<file path="config.mk">
export PLATFORM = sky130hd
export DESIGN_NAME = crtc_timing_flat
export DESIGN_NICKNAME = d
export VERILOG_FILES = /design/src/rtl/crtc_pkg.sv /design/src/rtl/crtc_if.sv /design/src/rtl/crtc_sync_pulse.sv /design/src/rtl/crtc_timing.sv /design/src/flat_wrapper.sv
export SDC_FILE = /design/constraint.sdc
export NUM_CORES = 1
export LEC_CHECK = 0
export ABC_AREA = 1
export CORE_ASPECT_RATIO = 1.5
export CORE_MARGIN = 2
export CORE_UTILIZATION = 56
export CTS_BUF_LIST = sky130_fd_sc_hd__clkbuf_2
export DETAILED_ROUTE_END_ITERATION = 7
export GPL_TIMING_DRIVEN = 0
export PLACE_DENSITY = 0.85
export SKIP_CTS_REPAIR_TIMING = 1
export SYNTH_ARGS = -nofsm -noshare
export SYNTH_HDL_FRONTEND = slang
export SYNTH_HIERARCHICAL = 1
export SYNTH_SLANG_ARGS = --single-unit
export TNS_END_PERCENT = 5
</file>
<file path="constraint.sdc">
create_clock -name clk -period 2.9 [get_ports clk]
set_clock_uncertainty 0.05 [all_clocks]
set_input_delay 0.58 -clock clk [delete_from_list [all_inputs] [get_ports clk]]
set_output_delay 0.58 -clock clk [all_outputs]
set_load 0.05 [all_outputs]
</file>
<file path="src/rtl/crtc_pkg.sv">
// Shared types and helpers for the CRTC character/scan-line timing slice.
package crtc_pkg;

  localparam int unsigned CRTC_MA_WIDTH = 14;

  typedef enum logic {
    ROWS,
    ADJUST
  } vstate_t;

  // A programmed width of 0 stands for the longest pulse when zero_is_16 is set.
  function automatic logic [4:0] sync_width(input logic [3:0] w, input bit zero_is_16);
    return (w == 4'd0 && zero_is_16) ? 5'd16 : {1'b0, w};
  endfunction

endpackage

</file>
<file path="src/rtl/crtc_if.sv">
// Register-file view and video outputs of the CRTC timing block.
interface crtc_if #(
  parameter int unsigned MA_WIDTH = crtc_pkg::CRTC_MA_WIDTH
) ();

  logic [7:0]          h_total;
  logic [7:0]          h_displayed;
  logic [7:0]          h_sync_pos;
  logic [3:0]          h_sync_width;
  logic [3:0]          v_sync_width;
  logic [6:0]          v_total;
  logic [4:0]          v_line_adjust;
  logic [6:0]          v_displayed;
  logic [6:0]          v_sync_pos;
  logic [4:0]          char_height;
  logic [MA_WIDTH-1:0] start_addr;

  logic                h_sync;
  logic                v_sync;
  logic                display_en;
  logic [MA_WIDTH-1:0] ma;
  logic [4:0]          ra;
  logic                frame_start;

  modport master (
    output h_total, h_displayed, h_sync_pos, h_sync_width, v_sync_width,
           v_total, v_line_adjust, v_displayed, v_sync_pos, char_height, start_addr,
    input  h_sync, v_sync, display_en, ma, ra, frame_start
  );

  modport slave (
    input  h_total, h_displayed, h_sync_pos, h_sync_width, v_sync_width,
           v_total, v_line_adjust, v_displayed, v_sync_pos, char_height, start_addr,
    output h_sync, v_sync, display_en, ma, ra, frame_start
  );

endinterface

</file>
<file path="src/rtl/crtc_sync_pulse.sv">
// Fixed-width sync pulse: starts on a strobe, lasts `width` advances, ignores retriggers.
module crtc_sync_pulse (
  input  logic       clk,
  input  logic       reset_n,
  input  logic       adv,
  input  logic       start,
  input  logic [4:0] width,
  output logic       pulse
);

  logic [4:0] cnt;

  always_ff @(posedge clk or negedge reset_n) begin
    if (!reset_n) begin
      pulse <= 1'b0;
      cnt   <= '0;
    end else if (adv) begin
      if (pulse) begin
        // >= so a width reduced mid-pulse still terminates
        if (cnt + 5'd1 >= width) pulse <= 1'b0;
        cnt <= cnt + 5'd1;
      end else if (start && width != '0) begin
        pulse <= 1'b1;
        cnt   <= '0;
      end
    end
  end

endmodule

</file>
<file path="src/rtl/crtc_timing.sv">
// CRTC character/scan-line sequencer: line/row/frame counters, syncs, MA/RA generation.
module crtc_timing
  import crtc_pkg::*;
#(
  parameter int unsigned MA_WIDTH        = CRTC_MA_WIDTH,
  parameter bit          SYNC_ZERO_IS_16 = 1'b1
) (
  input  logic  clk,
  input  logic  reset_n,
  input  logic  char_en,
  crtc_if.slave bus
);

  vstate_t             state, state_nx;
  logic [7:0]          h_cnt;
  logic [6:0]          row, row_nx;
  logic [4:0]          ra_cnt, ra_nx;
  logic [4:0]          adj_cnt, adj_nx;
  logic [MA_WIDTH-1:0] ma_row, ma_row_nx;
  logic                line_end, frame_end;
  logic                h_disp, v_disp;

  always_comb begin
    line_end  = (h_cnt >= bus.h_total);
    h_disp    = (h_cnt < bus.h_displayed);
    v_disp    = (state == ROWS) && (row < bus.v_displayed);
    state_nx  = state;
    row_nx    = row;
    ra_nx     = ra_cnt;
    adj_nx    = adj_cnt;
    ma_row_nx = ma_row;
    frame_end = 1'b0;
    if (line_end) begin
      if (state == ROWS) begin
        if (ra_cnt >= bus.char_height) begin
          ra_nx     = '0;
          ma_row_nx = ma_row + MA_WIDTH'(bus.h_displayed);
          if (row >= bus.v_total) begin
            if (bus.v_line_adjust != '0) begin
              state_nx = ADJUST;
              adj_nx   = '0;
            end else begin
              frame_end = 1'b1;
            end
          end else begin
            row_nx = row + 7'd1;
          end
        end else begin
          ra_nx = ra_cnt + 5'd1;
        end
      end else begin
        adj_nx = adj_cnt + 5'd1;
        ra_nx  = ra_cnt + 5'd1;
        if (adj_cnt == bus.v_line_adjust - 5'd1) frame_end = 1'b1;
      end
      // Frame end overrides the row-end address increment
      if (frame_end) begin
        state_nx  = ROWS;
        row_nx    = '0;
        ra_nx     = '0;
        adj_nx    = '0;
        ma_row_nx = bus.start_addr;
      end
    end
  end

  always_ff @(posedge clk or negedge reset_n) begin
    if (!reset_n) begin
      state           <= ROWS;
      h_cnt           <= '0;
      row             <= '0;
      ra_cnt          <= '0;
      adj_cnt         <= '0;
      ma_row          <= '0;
      bus.frame_start <= 1'b0;
      bus.display_en  <= 1'b0;
      bus.ma          <= '0;
      bus.ra          <= '0;
    end else begin
      bus.frame_start <= 1'b0;
      if (char_en) begin
        state           <= state_nx;
        h_cnt           <= line_end ? '0 : h_cnt + 8'd1;
        row             <= row_nx;
        ra_cnt          <= ra_nx;
        adj_cnt         <= adj_nx;
        ma_row          <= ma_row_nx;
        bus.frame_start <= frame_end;
        bus.display_en  <= h_disp && v_disp;
        bus.ma          <= ma_row + MA_WIDTH'(h_cnt);
        bus.ra          <= ra_cnt;
      end
    end
  end

  crtc_sync_pulse u_hsync (
    .clk     (clk),
    .reset_n (reset_n),
    .adv     (char_en),
    .start   (h_cnt == bus.h_sync_pos),
    .width   (sync_width(bus.h_sync_width, SYNC_ZERO_IS_16)),
    .pulse   (bus.h_sync)
  );

  // VSYNC starts on the line end that leads into the matching line
  crtc_sync_pulse u_vsync (
    .clk     (clk),
    .reset_n (reset_n),
    .adv     (char_en && line_end),
    .start   ((state_nx == ROWS) && (row_nx == bus.v_sync_pos) && (ra_nx == '0)),
    .width   (sync_width(bus.v_sync_width, SYNC_ZERO_IS_16)),
    .pulse   (bus.v_sync)
  );

endmodule

</file>
<file path="src/flat_wrapper.sv">
// flat-port wrapper written by rule: the top's interface ports become plain ports
module crtc_timing_flat import crtc_pkg::*;
#(
  parameter int unsigned MA_WIDTH        = CRTC_MA_WIDTH,
  parameter bit          SYNC_ZERO_IS_16 = 1'b1
)
  (clk, reset_n, char_en, bus_h_total, bus_h_displayed, bus_h_sync_pos, bus_h_sync_width, bus_v_sync_width, bus_v_total, bus_v_line_adjust, bus_v_displayed, bus_v_sync_pos, bus_char_height, bus_start_addr, bus_h_sync, bus_v_sync, bus_display_en, bus_ma, bus_ra, bus_frame_start);
  crtc_if #(.MA_WIDTH(MA_WIDTH)) bus_i ();
  input  logic clk;
  input  logic reset_n;
  input  logic char_en;
  input wire logic [$bits(bus_i.h_total)-1:0] bus_h_total;
  input wire logic [$bits(bus_i.h_displayed)-1:0] bus_h_displayed;
  input wire logic [$bits(bus_i.h_sync_pos)-1:0] bus_h_sync_pos;
  input wire logic [$bits(bus_i.h_sync_width)-1:0] bus_h_sync_width;
  input wire logic [$bits(bus_i.v_sync_width)-1:0] bus_v_sync_width;
  input wire logic [$bits(bus_i.v_total)-1:0] bus_v_total;
  input wire logic [$bits(bus_i.v_line_adjust)-1:0] bus_v_line_adjust;
  input wire logic [$bits(bus_i.v_displayed)-1:0] bus_v_displayed;
  input wire logic [$bits(bus_i.v_sync_pos)-1:0] bus_v_sync_pos;
  input wire logic [$bits(bus_i.char_height)-1:0] bus_char_height;
  input wire logic [$bits(bus_i.start_addr)-1:0] bus_start_addr;
  output wire logic [$bits(bus_i.h_sync)-1:0] bus_h_sync;
  output wire logic [$bits(bus_i.v_sync)-1:0] bus_v_sync;
  output wire logic [$bits(bus_i.display_en)-1:0] bus_display_en;
  output wire logic [$bits(bus_i.ma)-1:0] bus_ma;
  output wire logic [$bits(bus_i.ra)-1:0] bus_ra;
  output wire logic [$bits(bus_i.frame_start)-1:0] bus_frame_start;
  assign bus_i.h_total = bus_h_total;
  assign bus_i.h_displayed = bus_h_displayed;
  assign bus_i.h_sync_pos = bus_h_sync_pos;
  assign bus_i.h_sync_width = bus_h_sync_width;
  assign bus_i.v_sync_width = bus_v_sync_width;
  assign bus_i.v_total = bus_v_total;
  assign bus_i.v_line_adjust = bus_v_line_adjust;
  assign bus_i.v_displayed = bus_v_displayed;
  assign bus_i.v_sync_pos = bus_v_sync_pos;
  assign bus_i.char_height = bus_char_height;
  assign bus_i.start_addr = bus_start_addr;
  assign bus_h_sync = bus_i.h_sync;
  assign bus_v_sync = bus_i.v_sync;
  assign bus_display_en = bus_i.display_en;
  assign bus_ma = bus_i.ma;
  assign bus_ra = bus_i.ra;
  assign bus_frame_start = bus_i.frame_start;
  crtc_timing #(.MA_WIDTH(MA_WIDTH), .SYNC_ZERO_IS_16(SYNC_ZERO_IS_16)) u_core (.clk(clk), .reset_n(reset_n), .char_en(char_en), .bus(bus_i));
endmodule
</file>
[Word level (Yosys, flattened, before mapping)]
Cells that the tools add are included.
Word-level totals
  register bits: 73
  bits of input ports: 80
Cells by class
  reductions and logical operators: 23
  equal/unequal tests: 4
  multiplexer cells: 44
  $lt $le $gt $ge: 7
  bitwise logic cells: 2
  $add $sub $neg: 9
Operators with widths (number)
  5-bit 2-to-1 mux: 15
  14-bit 2-to-1 mux: 3
  7-bit 2-to-1 mux: 5
  14-bit by 8-bit adder with 14-bit output: 2
  5-bit by 1-bit adder with 5-bit output, second input constant: 4
  1-bit 2-to-1 mux: 20
  5-bit greater-or-equal comparator: 3
  5-bit nonzero test: 3
  3-bit nonzero test: 3
  8-bit by 1-bit adder with 8-bit output, second input constant: 1
  8-bit == test: 1
  8-bit greater-or-equal comparator: 1
  4-bit zero test: 2
  8-bit less-than comparator: 1
  8-bit 2-to-1 mux: 1
  7-bit by 1-bit adder with 7-bit output, second input constant: 1
  7-bit == test: 1
  7-bit greater-or-equal comparator: 1
  1-bit logical AND: 7
  7-bit less-than comparator: 1
  2-bit nonzero test: 3
  5-bit == test: 1
  5-bit zero test: 1
  5-bit AND reduction: 1
  other kinds (5): 7

[Longest topological paths before layout]
  word-level depth: 14
  gate-level depth with buffers: 25
  depth with buffers taken out: 25

[Hierarchy]
The synthesis kept the hierarchy.
Modules (own cells, without submodules)
  crtc_timing: times used 1, cells each 698, area an instance 5144.9 µm²
  crtc_sync_pulse: times used 2, cells each 61, area an instance 441.7 µm²

[Least setup slack after synthesis]
OpenSTA, ideal clock, no wires.
  path type: input to register
  start point: input bus_char_height[4]
  end point: register u_core.u_vsync.cnt[0]
  data required time: 2.731 ns
  setup time: 0.119 ns
  arrival time: 2.429 ns
  path slack: 0.302 ns
  stages on the path: 18
  path buffers: 0
  path through: inv_1 ha_1 and3_1 nand2_2 nand2_4 nand2_4 nor2_8 nand2_2 xor2_1 nand3_1 a21oi_1 nand2_1 nor2_1 nand2_1 inv_1 nand2_1 nand3_1 nand2_1
On the way
  word-level cells in the longest chain between the ends: 12
Ends and longest elaborated chain
  from (decl): RTL line flat_wrapper.sv:21  | input wire logic [$bits(bus_i.char_height)-1:0] bus_char_height;
  5-bit greater-or-equal comparator (*): RTL line crtc_timing.sv:35  | if (ra_cnt >= bus.char_height) begin
  1-bit 2-to-1 mux: RTL line crtc_timing.sv:35
  1-bit 2-to-1 mux: RTL line crtc_timing.sv:34  | if (state == ROWS) begin
  1-bit 2-to-1 mux: RTL line crtc_timing.sv:33  | if (line_end) begin
  7-bit 2-to-1 mux or 1-bit 2-to-1 mux (tied branches): RTL line crtc_timing.sv:57  | if (frame_end) begin
  7-bit 2-to-1 mux or 1-bit 2-to-1 mux (tied branches): RTL line crtc_timing.sv:33
  7-bit == test or 1-bit inverter (tied branches): RTL line crtc_timing.sv:110  | .start ((state_nx == ROWS) && (row_nx == bus.v_sync_pos) && (ra_nx == '0)),
  1-bit logical AND: RTL line crtc_timing.sv:110
  1-bit logical AND (*): RTL line crtc_timing.sv:110
  1-bit logical AND (*): RTL line crtc_sync_pulse.sv:22  | end else if (start && width != '0) begin
  2-bit nonzero test (no source line) (*)
  2-bit AND reduction (no source line) (*)
  to (signal assigned): RTL line crtc_sync_pulse.sv:21  | cnt <= cnt + 5'd1;
  to (decl): RTL line crtc_sync_pulse.sv:11  | logic [4:0] cnt;
Every way passes the cells marked *; elsewhere a longest branch is shown, timed or not. The select of a mux whose other input is x is not followed.
A chain may end at the register's enable or synchronous reset.

[Worst setup path after layout]
  start point: input bus_h_total[5]
  end point: register u_core.ma_row[3]
On the way
  word-level cells in the longest chain between the ends: 2
Ends and longest elaborated chain
  from (decl): RTL line flat_wrapper.sv:12  | input wire logic [$bits(bus_i.h_total)-1:0] bus_h_total;
  8-bit greater-or-equal comparator: RTL line crtc_timing.sv:24  | line_end = (h_cnt >= bus.h_total);
  4-bit AND reduction (no source line)
  to (signal assigned): RTL line crtc_timing.sv:87  | ma_row <= ma_row_nx;
  to (decl): RTL line crtc_timing.sv:19  | logic [MA_WIDTH-1:0] ma_row, ma_row_nx;
Every way passes these cells.

==> metrics.md <==
| Metric | Value |
|---|---|
| Starting utilization of the core area | `0.572` |
| Power Total | `~6.0 mW` |
| CTS tree | `built` |
| Worst Reg-to-Reg Cells | `19` |
| EDFF count, synth | `0` |
| Headroom to the max-slew limit | `0.499` |
| Number of buffers added by the clock tree synthesis step | `9` |
| Flops & latches, synth | `73` |
| Warnings, synthesis | `6` |
| Gr usage total | `0.269` |
| Fraction of registers with async set or reset after synthesis | `1.00` |
| Cell area reported after detailed placement | `between 7000 and 8000 um2` |
| Area growth from synthesis to layout | `31.8%` |
| Max Freq | `between 300 and 400 MHz` |
| Number of port buffers | `~100` |
| Sum of negative setup slack | `0 ns` |
| Reg-to-reg critical path endpoint | `u_core/u_vsync/cnt[0]` |
| Highest-count cells in the layout ignoring fill and taps | `sky130_fd_sc_hd__nand2_1, sky130_fd_sc_hd__inv_1, sky130_fd_sc_hd__clkdlybuf4s50_1` |
| Worst setup path startpoint | `bus_h_total[5]` |
| Fraction of power consumed by sequential logic | `0.286` |
| Sink Count | `73` |
| Sequential cell area | `between 1500 and 2000 um2` |
| Vias per inst | `approximately 5.4` |
| Area of the core region | `approximately 11000 um2` |
| Total Die Area | `roughly 12000 um2` |
| Share of layout cells above drive strength 1 | `0.135` |
| Post-synthesis sequential area ratio | `0.303` |
| Max-cap viol count | `0` |
| Fraction of the mapped netlist area in compound gates | `0.123` |
| Sum of overflow across all layers after global routing | `0` |
| Number of global-route vias before repair | `5608` |
| Tcrit/Tclk final | `0.973` |
| Chip Width | `just under 90 um` |
| Fill cell count | `770` |
| Reg-to-reg startpoint | `u_core/row[3]` |
| Netlist cell types | `50` |
| Multi-input gate area in the final layout | `3830 um2` |
| Total power per unit cell area | `between 700 and 800 nW/um2` |
| Routed len/inst | `between 15 and 20 um` |
| Most common cell after layout, fill and taps aside | `sky130_fd_sc_hd__nand2_1` |
| Register clock-pin slew on the reported worst setup and hold paths | `between 0.2 and 0.25 ns` |
| Post-route cell area | `7950 um2` |
| Largest net degree at the start of global routing | `54` |
| Final ANT Viol Nets | `0` |
| Final Worst Setup Slack | `about 0.08 ns` |
| HPWL after detailed placement | `about 12000 um` |
| Commonest register cell after synthesis | `sky130_fd_sc_hd__dfrtp_1` |
| Actual transition at the worst max-transition pin | `~0.74 ns` |
| Multiplexer area fraction after synthesis | `0` |
| Class of the most critical setup path | `in2reg` |
| Later-pin clock latency in the skew report | `roughly 0.56 ns` |
| Data required time at the worst endpoint | `about 3.3 ns` |
| Critical Path Fanout Max | `10` |
| Post-Synth Simple-Gate Area | `0.274` |
| Die boundary height | `roughly 130 um` |
| Final wirelength | `around 17000 um` |
| Adder-Cell Fraction of Synth Area | `0.144` |
| Capture point of the worst path | `u_core/ma_row[3]` |
| Worst min-delay path category | `in2async` |
| Static power due to leakage | `about 4.0 nW` |
| Sort of element at the end of the critical path | `flip-flop` |
| Clock tree root driver cell | `sky130_fd_sc_hd__clkbuf_2` |
| Clk buf depth | `2` |
| RD Place Congestion | `0.947` |
| Synthesized area | `about 6000 um2` |
| Nature of the critical path startpoint | `primary input` |
| Reported net switching power | `around 2.8 mW` |
| Top Ports | `103` |
| Number of iterations in the first detailed-routing pass | `6` |
| Xor-xnor portion of the synthesized cell area | `0.0610` |
| Nets | `about 1100` |
| Main combinational cell family by area after synthesis | `simple AND/OR/NAND/NOR gates` |
| Clock period minus worst slack | `2.82 ns` |
| Cell count after synthesis | `820` |
| Final hold viol count | `0` |
| Setup-failing EPs final | `0` |
| DP Worst Slack | `-0.536 ns` |
| Switching Fraction | `0.468` |
| Critical Path AT | `about 3.2 ns` |
| First-pass GRT wire length | `roughly 24000 um` |
| Number of vias in the routed layout | `6080` |
| Iteration-0 DRC Markers | `about 380` |
| Site row count | `46` |
| Synth Area per Inst | `7.35 um2` |
| IR Drop Worst-Case VDD | `roughly 540 uV` |
| Status | `completed` |
| Total internal power | `around 3.2 mW` |
| Worst-case register-to-register setup slack | `approximately 0.12 ns` |
| Fraction of power consumed by combinational cells | `0.589` |
| Number of antenna violations at the first check in global routing | `1` |
| Htree depth | `3` |
| RSZ-0062 raised after global routing | `yes` |
| Net count after synthesis | `between 900 and 1000` |
| Max Transition Viols Final | `0` |
| Number of remaining DRC errors | `0` |
| Clk pwr share | `0.125` |
how the worst min path moves through the flow:
stage | cells after the start | startpoint | end | slack [ns]
after CTS | 1 | reset_n | u_core/adj_cnt[2] | -0.19
after detailed placement | 2 | u_core/bus.ma[0] | u_core/bus.ma[0] | 0.41
after floorplan | 0 | reset_n | u_core/adj_cnt[0] | 0.23
after global routing | 2 | reset_n | u_core/adj_cnt[4] | 0.37
after global placement | 2 | u_core/bus.ma[0] | u_core/bus.ma[0] | 0.41
final | 2 | reset_n | u_core/adj_cnt[2] | 0.36
routing by layer:
metal  vias up  track usage  wire length (um)  share of wire
li1       2986            -                 -              -
met1      2785        0.298              6170           0.37
met2       250        0.500              8860           0.53
met3        59       0.0401              1030          0.062
met4         0        0.112               739          0.044
met5         -            0                 0              0
cells in the mapped netlist (4+ instances only):
master | n | area [um2]
sky130_fd_sc_hd__a21boi_0 | 4 | 30.0
sky130_fd_sc_hd__a21oi_1 | 38 | 190
sky130_fd_sc_hd__a31oi_1 | 9 | 56.3
sky130_fd_sc_hd__buf_6 | 4 | 45.0
sky130_fd_sc_hd__clkbuf_1 | 17 | 63.8
sky130_fd_sc_hd__dfrtp_1 | 73 | 1830
sky130_fd_sc_hd__ha_1 | 66 | 826
sky130_fd_sc_hd__inv_1 | 113 | 424
sky130_fd_sc_hd__inv_2 | 4 | 15.0
sky130_fd_sc_hd__nand2_1 | 208 | 781
sky130_fd_sc_hd__nand2_2 | 7 | 43.8
sky130_fd_sc_hd__nand2_4 | 4 | 45.0
sky130_fd_sc_hd__nand3_1 | 52 | 260
sky130_fd_sc_hd__nand4_1 | 17 | 106
sky130_fd_sc_hd__nor2_1 | 56 | 210
sky130_fd_sc_hd__nor3_1 | 5 | 25.0
sky130_fd_sc_hd__o21ai_0 | 43 | 215
sky130_fd_sc_hd__o21ai_1 | 6 | 30.0
sky130_fd_sc_hd__o22ai_1 | 4 | 25.0
sky130_fd_sc_hd__xnor2_1 | 15 | 131
sky130_fd_sc_hd__xor2_1 | 27 | 236
critical path, stage by stage:
cell,delay [ns]
sky130_fd_sc_hd__clkdlybuf4s50_1,0.47
sky130_fd_sc_hd__inv_2,0.05
sky130_fd_sc_hd__ha_4,0.27
sky130_fd_sc_hd__nand2_1,0.08
sky130_fd_sc_hd__nor2_4,0.11
sky130_fd_sc_hd__nand4_1,0.18
sky130_fd_sc_hd__buf_4,0.21
sky130_fd_sc_hd__nand3_4,0.12
sky130_fd_sc_hd__buf_4,0.13
sky130_fd_sc_hd__nand2_2,0.11
sky130_fd_sc_hd__inv_2,0.25
sky130_fd_sc_hd__nand2_2,0.17
sky130_fd_sc_hd__clkinv_2,0.12
sky130_fd_sc_hd__buf_2,0.23
sky130_fd_sc_hd__a31oi_1,0.11
flip-flops by register name, summed over array words and instances, names as in the netlist:
| register | flops |
|---|---|
| u_core/adj_cnt | 5 |
| u_core/bus.display_en | 1 |
| u_core/bus.frame_start | 1 |
| u_core/bus.ma | 14 |
| u_core/bus.ra | 5 |
| u_core/h_cnt | 8 |
| u_core/ma_row | 14 |
| u_core/ra_cnt | 5 |
| u_core/row | 7 |
| u_core/state | 1 |
| u_core/u_hsync/cnt | 5 |
| u_core/u_hsync/pulse | 1 |
| u_core/u_vsync/cnt | 5 |
| u_core/u_vsync/pulse | 1 |
power groups by stage:
stage | logic [mW] | clock network (mW) | registers (mW)
final | 3.53 | 0.748 | 1.71
after CTS | 3.12 | 0.755 | 1.72
after floorplan | 1.92 | 0 | 2.03
after global placement | 3.00 | 0 | 1.73
after global routing | 3.91 | 0.804 | 1.76
after detailed placement | 3.09 | 0 | 1.74
logic make-up after synthesis:
family / Yosys count
adders and majority gates: 68
and+or+nand+nor: 368
DFF: 73
xor gates and xnor gates: 42
AOI/OAI and AO/OA: 125
buffers and inverters: 144
area by class of cell:
cell class / count / share of cell area
multi-input cells: 604 / 0.482
flip-flops and latches: 73 / 0.232
repair buffers: 136 / 0.170
inverters: 120 / 0.0572
well taps: 144 / 0.0227
plain buffers: 24 / 0.0165
clock inverters: 6 / 0.0135
clock buffers: 9 / 0.00567
diodes: 1 / 0.000315
per-stage QoR:
step / cells / hold WS, ns / util
after floorplan: 820 / 0.234 / -
after global placement: 1066 / 0.407 / 0.686
after detailed placement: 1067 / 0.412 / 0.689
after CTS: 1082 / -0.188 / 0.703
after global routing: 1117 / 0.369 / 0.754
final: 1117 / 0.364 / 0.754
Power figures use the tool's default switching activity.
